===== config.mk =====
export PLATFORM = sky130hd
export DESIGN_NAME = if_id_stage
export DESIGN_NICKNAME = d
export VERILOG_FILES = /design/src/rtl/if_id_stage.sv
export SDC_FILE = /design/constraint.sdc
export NUM_CORES = 1
export LEC_CHECK = 0
export CORE_ASPECT_RATIO = 0.7
export CORE_MARGIN = 1.5
export CORE_UTILIZATION = 44
export CTS_CLUSTER_DIAMETER = 40
export CTS_CLUSTER_SIZE = 8
export DETAILED_ROUTE_END_ITERATION = 12
export GPL_TIMING_DRIVEN = 0
export HOLD_SLACK_MARGIN = 0.03
export PLACE_DENSITY_LB_ADDON = 0.25
export SKIP_CTS_REPAIR_TIMING = 1
export SLEW_MARGIN = 25
export SYNTH_ARGS = -nofsm -noshare
export SYNTH_HDL_FRONTEND = slang
export SYNTH_SLANG_ARGS = --single-unit

===== constraint.sdc =====
create_clock -name clk -period 3.9 [get_ports clk]
set_clock_uncertainty 0.15 [all_clocks]
set_input_delay 0.585 -clock clk [delete_from_list [all_inputs] [get_ports clk]]
set_output_delay 0.585 -clock clk [all_outputs]
set_load 0.01 [all_outputs]

===== src/rtl/if_id_stage.sv =====
// -----------------------------------------------------------------------------
// if_id_stage
//
// Fetch-to-decode pipeline boundary. Captures the PC of the fetched
// instruction together with the instruction word and presents both to decode
// through a valid/ready handshake. A two-entry buffer (main + skid) absorbs one
// cycle of decode backpressure so a fetch accepted while decode stalls is not
// lost. A flush discards everything buffered plus whatever is offered that
// cycle, so wrong-path instructions never reach decode after a redirect.
//
// Ports
//   clk           rising-edge clock
//   rst           synchronous, active-high reset
//   in_valid      upstream offers a PC/instruction pair this cycle
//   in_ready      stage can accept a pair this cycle (registered)
//   in_pc         PC of the fetched instruction (PC register Q)
//   in_instr      instruction word from instruction memory
//   flush         discard all buffered and incoming entries
//   out_valid     out_pc/out_instr hold a valid entry (registered)
//   out_ready     decode consumes the presented entry this cycle
//   out_pc        PC of the presented instruction (registered)
//   out_pc_plus4  out_pc + 4, modulo 2^N (registered)
//   out_instr     presented instruction; NOP whenever out_valid=0 (registered)
// -----------------------------------------------------------------------------
module if_id_stage #(
  parameter int          N   = 32,
  parameter logic [N-1:0] NOP = N'(32'h0000_0013)  // addi x0,x0,0
) (
  input  logic         clk,
  input  logic         rst,
  input  logic         in_valid,
  output logic         in_ready,
  input  logic [N-1:0] in_pc,
  input  logic [N-1:0] in_instr,
  input  logic         flush,
  output logic         out_valid,
  input  logic         out_ready,
  output logic [N-1:0] out_pc,
  output logic [N-1:0] out_pc_plus4,
  output logic [N-1:0] out_instr
);

  // EMPTY: nothing held.  ONE: main holds the presented entry.
  // TWO: main presented, skid holds the next entry, input closed.
  typedef enum logic [1:0] {
    S_EMPTY = 2'd0,
    S_ONE   = 2'd1,
    S_TWO   = 2'd2
  } state_e;

  state_e       state_q;

  // Main register: drives the outputs directly.
  logic [N-1:0] main_pc_q;
  logic [N-1:0] main_pc_plus4_q;
  logic [N-1:0] main_instr_q;
  logic         out_valid_q;
  logic         in_ready_q;

  // Skid register: holds the entry accepted while decode was stalled.
  logic [N-1:0] skid_pc_q;
  logic [N-1:0] skid_instr_q;

  // Handshake events and precomputed next values for the main register.
  logic         acc;
  logic         tk;
  logic [N-1:0] in_pc_plus4_d;
  logic [N-1:0] skid_pc_plus4_d;

  // NOTE: every always_comb output is assigned on every path (here
  // unconditionally); a missing assignment on some path infers a latch.
  always_comb begin
    acc             = in_valid & in_ready_q;
    tk              = out_valid_q & out_ready;
    // Carry out of the top bit is dropped: PC+4 wraps silently.
    in_pc_plus4_d   = in_pc + N'(4);
    skid_pc_plus4_d = skid_pc_q + N'(4);
  end

  // Single-process FSM: state, handshake flags and datapath registers all
  // update together so every output comes straight from a flop and there is
  // no combinational path from out_ready to in_ready.
  // NOTE: sequential state uses non-blocking assignments only, so every flop
  // samples values from before the edge regardless of statement order.
  always_ff @(posedge clk) begin
    if (rst) begin
      // NOTE: the datapath registers are reset here deliberately: outputs
      // have defined post-reset values (PC 0, PC+4 = 4, NOP) and the skid
      // buffer is cleared so no stale data survives a reset.
      state_q         <= S_EMPTY;
      out_valid_q     <= 1'b0;
      in_ready_q      <= 1'b1;
      main_pc_q       <= '0;
      main_pc_plus4_q <= N'(4);
      main_instr_q    <= NOP;
      skid_pc_q       <= '0;
      skid_instr_q    <= '0;
    end else if (flush) begin
      // Drop everything, including any pair offered this cycle. An entry
      // taken by decode this same cycle has already been consumed. The PC
      // fields keep their last values; only the instruction reverts to NOP.
      state_q      <= S_EMPTY;
      out_valid_q  <= 1'b0;
      in_ready_q   <= 1'b1;
      main_instr_q <= NOP;
    end else begin
      unique case (state_q)
        S_EMPTY: begin
          if (acc) begin
            main_pc_q       <= in_pc;
            main_pc_plus4_q <= in_pc_plus4_d;
            main_instr_q    <= in_instr;
            out_valid_q     <= 1'b1;
            state_q         <= S_ONE;
          end
        end

        S_ONE: begin
          if (acc && tk) begin
            // Decode takes the current entry; the new one replaces it.
            main_pc_q       <= in_pc;
            main_pc_plus4_q <= in_pc_plus4_d;
            main_instr_q    <= in_instr;
          end else if (acc) begin
            // Decode stalled: park the new entry and close the input.
            skid_pc_q    <= in_pc;
            skid_instr_q <= in_instr;
            in_ready_q   <= 1'b0;
            state_q      <= S_TWO;
          end else if (tk) begin
            out_valid_q  <= 1'b0;
            main_instr_q <= NOP;
            state_q      <= S_EMPTY;
          end
        end

        S_TWO: begin
          // Input is closed here, so only a take can move the state.
          if (tk) begin
            main_pc_q       <= skid_pc_q;
            main_pc_plus4_q <= skid_pc_plus4_d;
            main_instr_q    <= skid_instr_q;
            in_ready_q      <= 1'b1;
            state_q         <= S_ONE;
          end
        end

        default: begin
          // Unreachable encoding: recover to a clean empty stage.
          state_q      <= S_EMPTY;
          out_valid_q  <= 1'b0;
          in_ready_q   <= 1'b1;
          main_instr_q <= NOP;
        end
      endcase
    end
  end

  assign in_ready     = in_ready_q;
  assign out_valid    = out_valid_q;
  assign out_pc       = main_pc_q;
  assign out_pc_plus4 = main_pc_plus4_q;
  assign out_instr    = main_instr_q;

endmodule

==> impl_metrics.json <==
{
  "track_usage": 0.276,
  "placed_area_um2": 9230,
  "switching_share": 0.265,
  "root_buffer": "clkbuf_16",
  "clk_transition_reported_paths_ns": 0.07,
  "port-buffer-count": 165,
  "pwr_density_cell_nw_per_um2": 418,
  "nets": 1161,
  "synth_fp_nets": 979,
  "critPathRequiredTime_ns": 4.08,
  "synth_xor_area_frac": 0.0132,
  "switchingPower_uw": 1090,
  "grt-busiest-layer": "met1",
  "clk-insertion-delay-late_ns": 0.43,
  "ys_ff_latch": 162,
  "p_clk_frac": 0.429,
  "netlist_area_um2": 7290,
  "stdcell_count": 1329,
  "wl_per_cell_um": 18.0,
  "fmax_ghz": 0.275,
  "avgViaCountPerCell": 5.59,
  "drt-initial-drc-count": 859,
  "row_count": 39,
  "numCtsBuffers": 17,
  "synth_ff_type": "dfxtp_1",
  "area_growth_syn_to_layout_pct": 35.2,
  "clock_path_buffers": 2,
  "intPower_uw": 3030,
  "yosys_warnings": 0,
  "synthArstFlopShare": 0,
  "setup-violations-final": 0,
  "gp_congestion": 0.983,
  "startpoint_type": "flip-flop",
  "layout_min_cycle_time_ns": 3.63,
  "wl_um": 24000,
  "die-height_um": 111,
  "netlist_instances": 909,
  "grt_pass1_vias": 6473,
  "antenna_found_initial": 0,
  "synth_top_family_by_area": "simple AND/OR/NAND/NOR gates",
  "finalHoldViolCount": 0,
  "vias": 7433,
  "synthTopCellsByCount": "nand2_1, dfxtp_1, a21oi_1",
  "synth-edff-count": 0,
  "crit_path_end_kind": "flip-flop",
  "drc": 0,
  "hp-class": "flip-flop to flip-flop",
  "use_met3": 0.0633,
  "finalSetupTns_ns": 0,
  "worstPathArrival_ns": 3.81,
  "worst_slack_ns": 0.269,
  "rsz0062_at_grt": "false",
  "initial_utilization": 0.449,
  "synth_adder_area_share": 0.00172,
  "maxCapViolCount": 0,
  "antenna_left": 0,
  "coreArea_um2": 16200,
  "yosysUniqueCellTypes": 53,
  "crit_fanout": 19,
  "status": "finished, final reports clean",
  "synth_compound_area_frac": 0.206,
  "grt_pass1_wl_um": 36500,
  "num_io_pins": 167,
  "synth.area.top_cells": "dfxtp_1, nand2_1, a21oi_1",
  "crit_type": "flip-flop to flip-flop",
  "p_leak_uw": 0.00365,
  "yosysMostFrequentCell": "nand2_1",
  "die-area_um2": 17400,
  "synth-simple-area-share": 0.231,
  "grt_use_met2": 0.364,
  "period_share": 0.931,
  "fillers": 1494,
  "yosys.area.top_type": "dfxtp_1",
  "hpwlAfterDp_um": 18000,
  "dieWidth_um": 157,
  "drive_gt1_frac": 0.0489,
  "avgSynthCellArea_um2": 8.02,
  "comb_power_share": 0.143,
  "placedCellCount": 1300,
  "htree_num_levels": 4,
  "finalMaxSlewViolations": 0,
  "cts_sinks": 162,
  "slew_headroom": 0.516,
  "whs_ns": 0.306,
  "grt_max_degree": 17,
  "insertedDiodeCount": 0,
  "dp_slack_ns": -0.608,
  "use_met1": 0.442,
  "synth_top_area_frac": 0.445,
  "cts_tree": "yes",
  "worst_pin_slew_ns": 0.726,
  "seqPwrFrac": 0.428,
  "drt-pass1-iter-count": 5,
  "ir_drop_mv": 0.296,
  "yosysSeqAreaShare": 0.445,
  "fin_area_um2": 9850,
  "synth_mux_area_frac": 0.0587,
  "grt.overflow.total": 0
}
-- sequential cells by signal, indices dropped and copies added (netlist names) --
name / cells
in_ready: 1
out_instr: 32
out_pc: 32
out_pc_plus4: 30
out_valid: 1
skid_instr_q: 32
skid_pc_q: 32
state_q: 2
-- path summary, 6_finish.rpt --
check                           slack [ns]                          from  cells after the start                             to
worst max-delay path                  0.27       state_q[0]$_SDFFE_PP0P_                     13  out_pc_plus4[30]$_SDFFE_PP0P_
worst min-delay path                  0.31  skid_instr_q[5]$_SDFFE_PP0P_                      2   skid_instr_q[5]$_SDFFE_PP0P_
worst min register to register        0.31  skid_instr_q[5]$_SDFFE_PP0P_                      2   skid_instr_q[5]$_SDFFE_PP0P_
worst max register to register        0.27       state_q[0]$_SDFFE_PP0P_                     13  out_pc_plus4[30]$_SDFFE_PP0P_
-- layout by cell type (no fill, tap or decap), types with 29 or more instances in the layout --
cell	n
a22oi_1	29
dfxtp_1	162
mux2i_1	36
clkdlybuf4s50_1	165
a21oi_1	82
a22o_1	29
nor2_1	81
clkbuf_1	58
nand2_1	206
nand3_1	40
-- cell families (layout without fill, tap and decap cells) --
kind of cell	Yosys count	after routing
and+or+nand+nor	389	389
AOI/OAI and AO/OA	225	225
DFF	162	162
buffers and inverters	79	274
muxes	42	42
xor gates and xnor gates	11	11
adders and majority gates	1	1
-- metal layers --
layer | share of wire | up-vias
met5 | 0 | -
met4 | 0.011 | 0
met3 | 0.10 | 21
met2 | 0.39 | 352
met1 | 0.49 | 3478
li1 | - | 3582
-- critical path, cell delays in order (launching register included) --
cell and delay (ns):
dfxtp_1 0.33, buf_6 0.15, nand2b_4 0.14, buf_6 0.22, buf_4 0.28, buf_6 0.25
nand2_1 0.08, nand2_1 0.10, ha_1 0.27, and4b_1 0.22, clkbuf_1 0.25, nand4_1 0.29
or4_1 0.55, a32o_1 0.25
-- final cells by class --
class | count | area [µm²] | share of cell area
plain buffers | 74 | 319 | 0.0324
clock inverters | 13 | 175 | 0.0178
repair buffers | 166 | 1660 | 0.168
clock buffers | 19 | 443 | 0.0450
well taps | 225 | 282 | 0.0286
multi-input cells | 668 | 3730 | 0.378
inverters | 2 | 7.51 | 0.000762
flip-flops and latches | 162 | 3240 | 0.329
-- power by group through the flow --
stage	logic [µW]	clock network [µW]	registers [µW]
final	591	1770	1760
after global routing	636	1850	1770
after CTS	583	1770	1760
after detailed placement	580	0	1800
after global placement	574	0	1800
after floorplan	258	0	1820
-- metrics by stage --
step,util,power (µW)
final,0.606,4120
after global routing,0.606,4250
after CTS,0.606,4120
after detailed placement,0.568,2380
after global placement,0.568,2370
after floorplan,-,2070
Note: power is estimated with default switching activity, not from simulation.
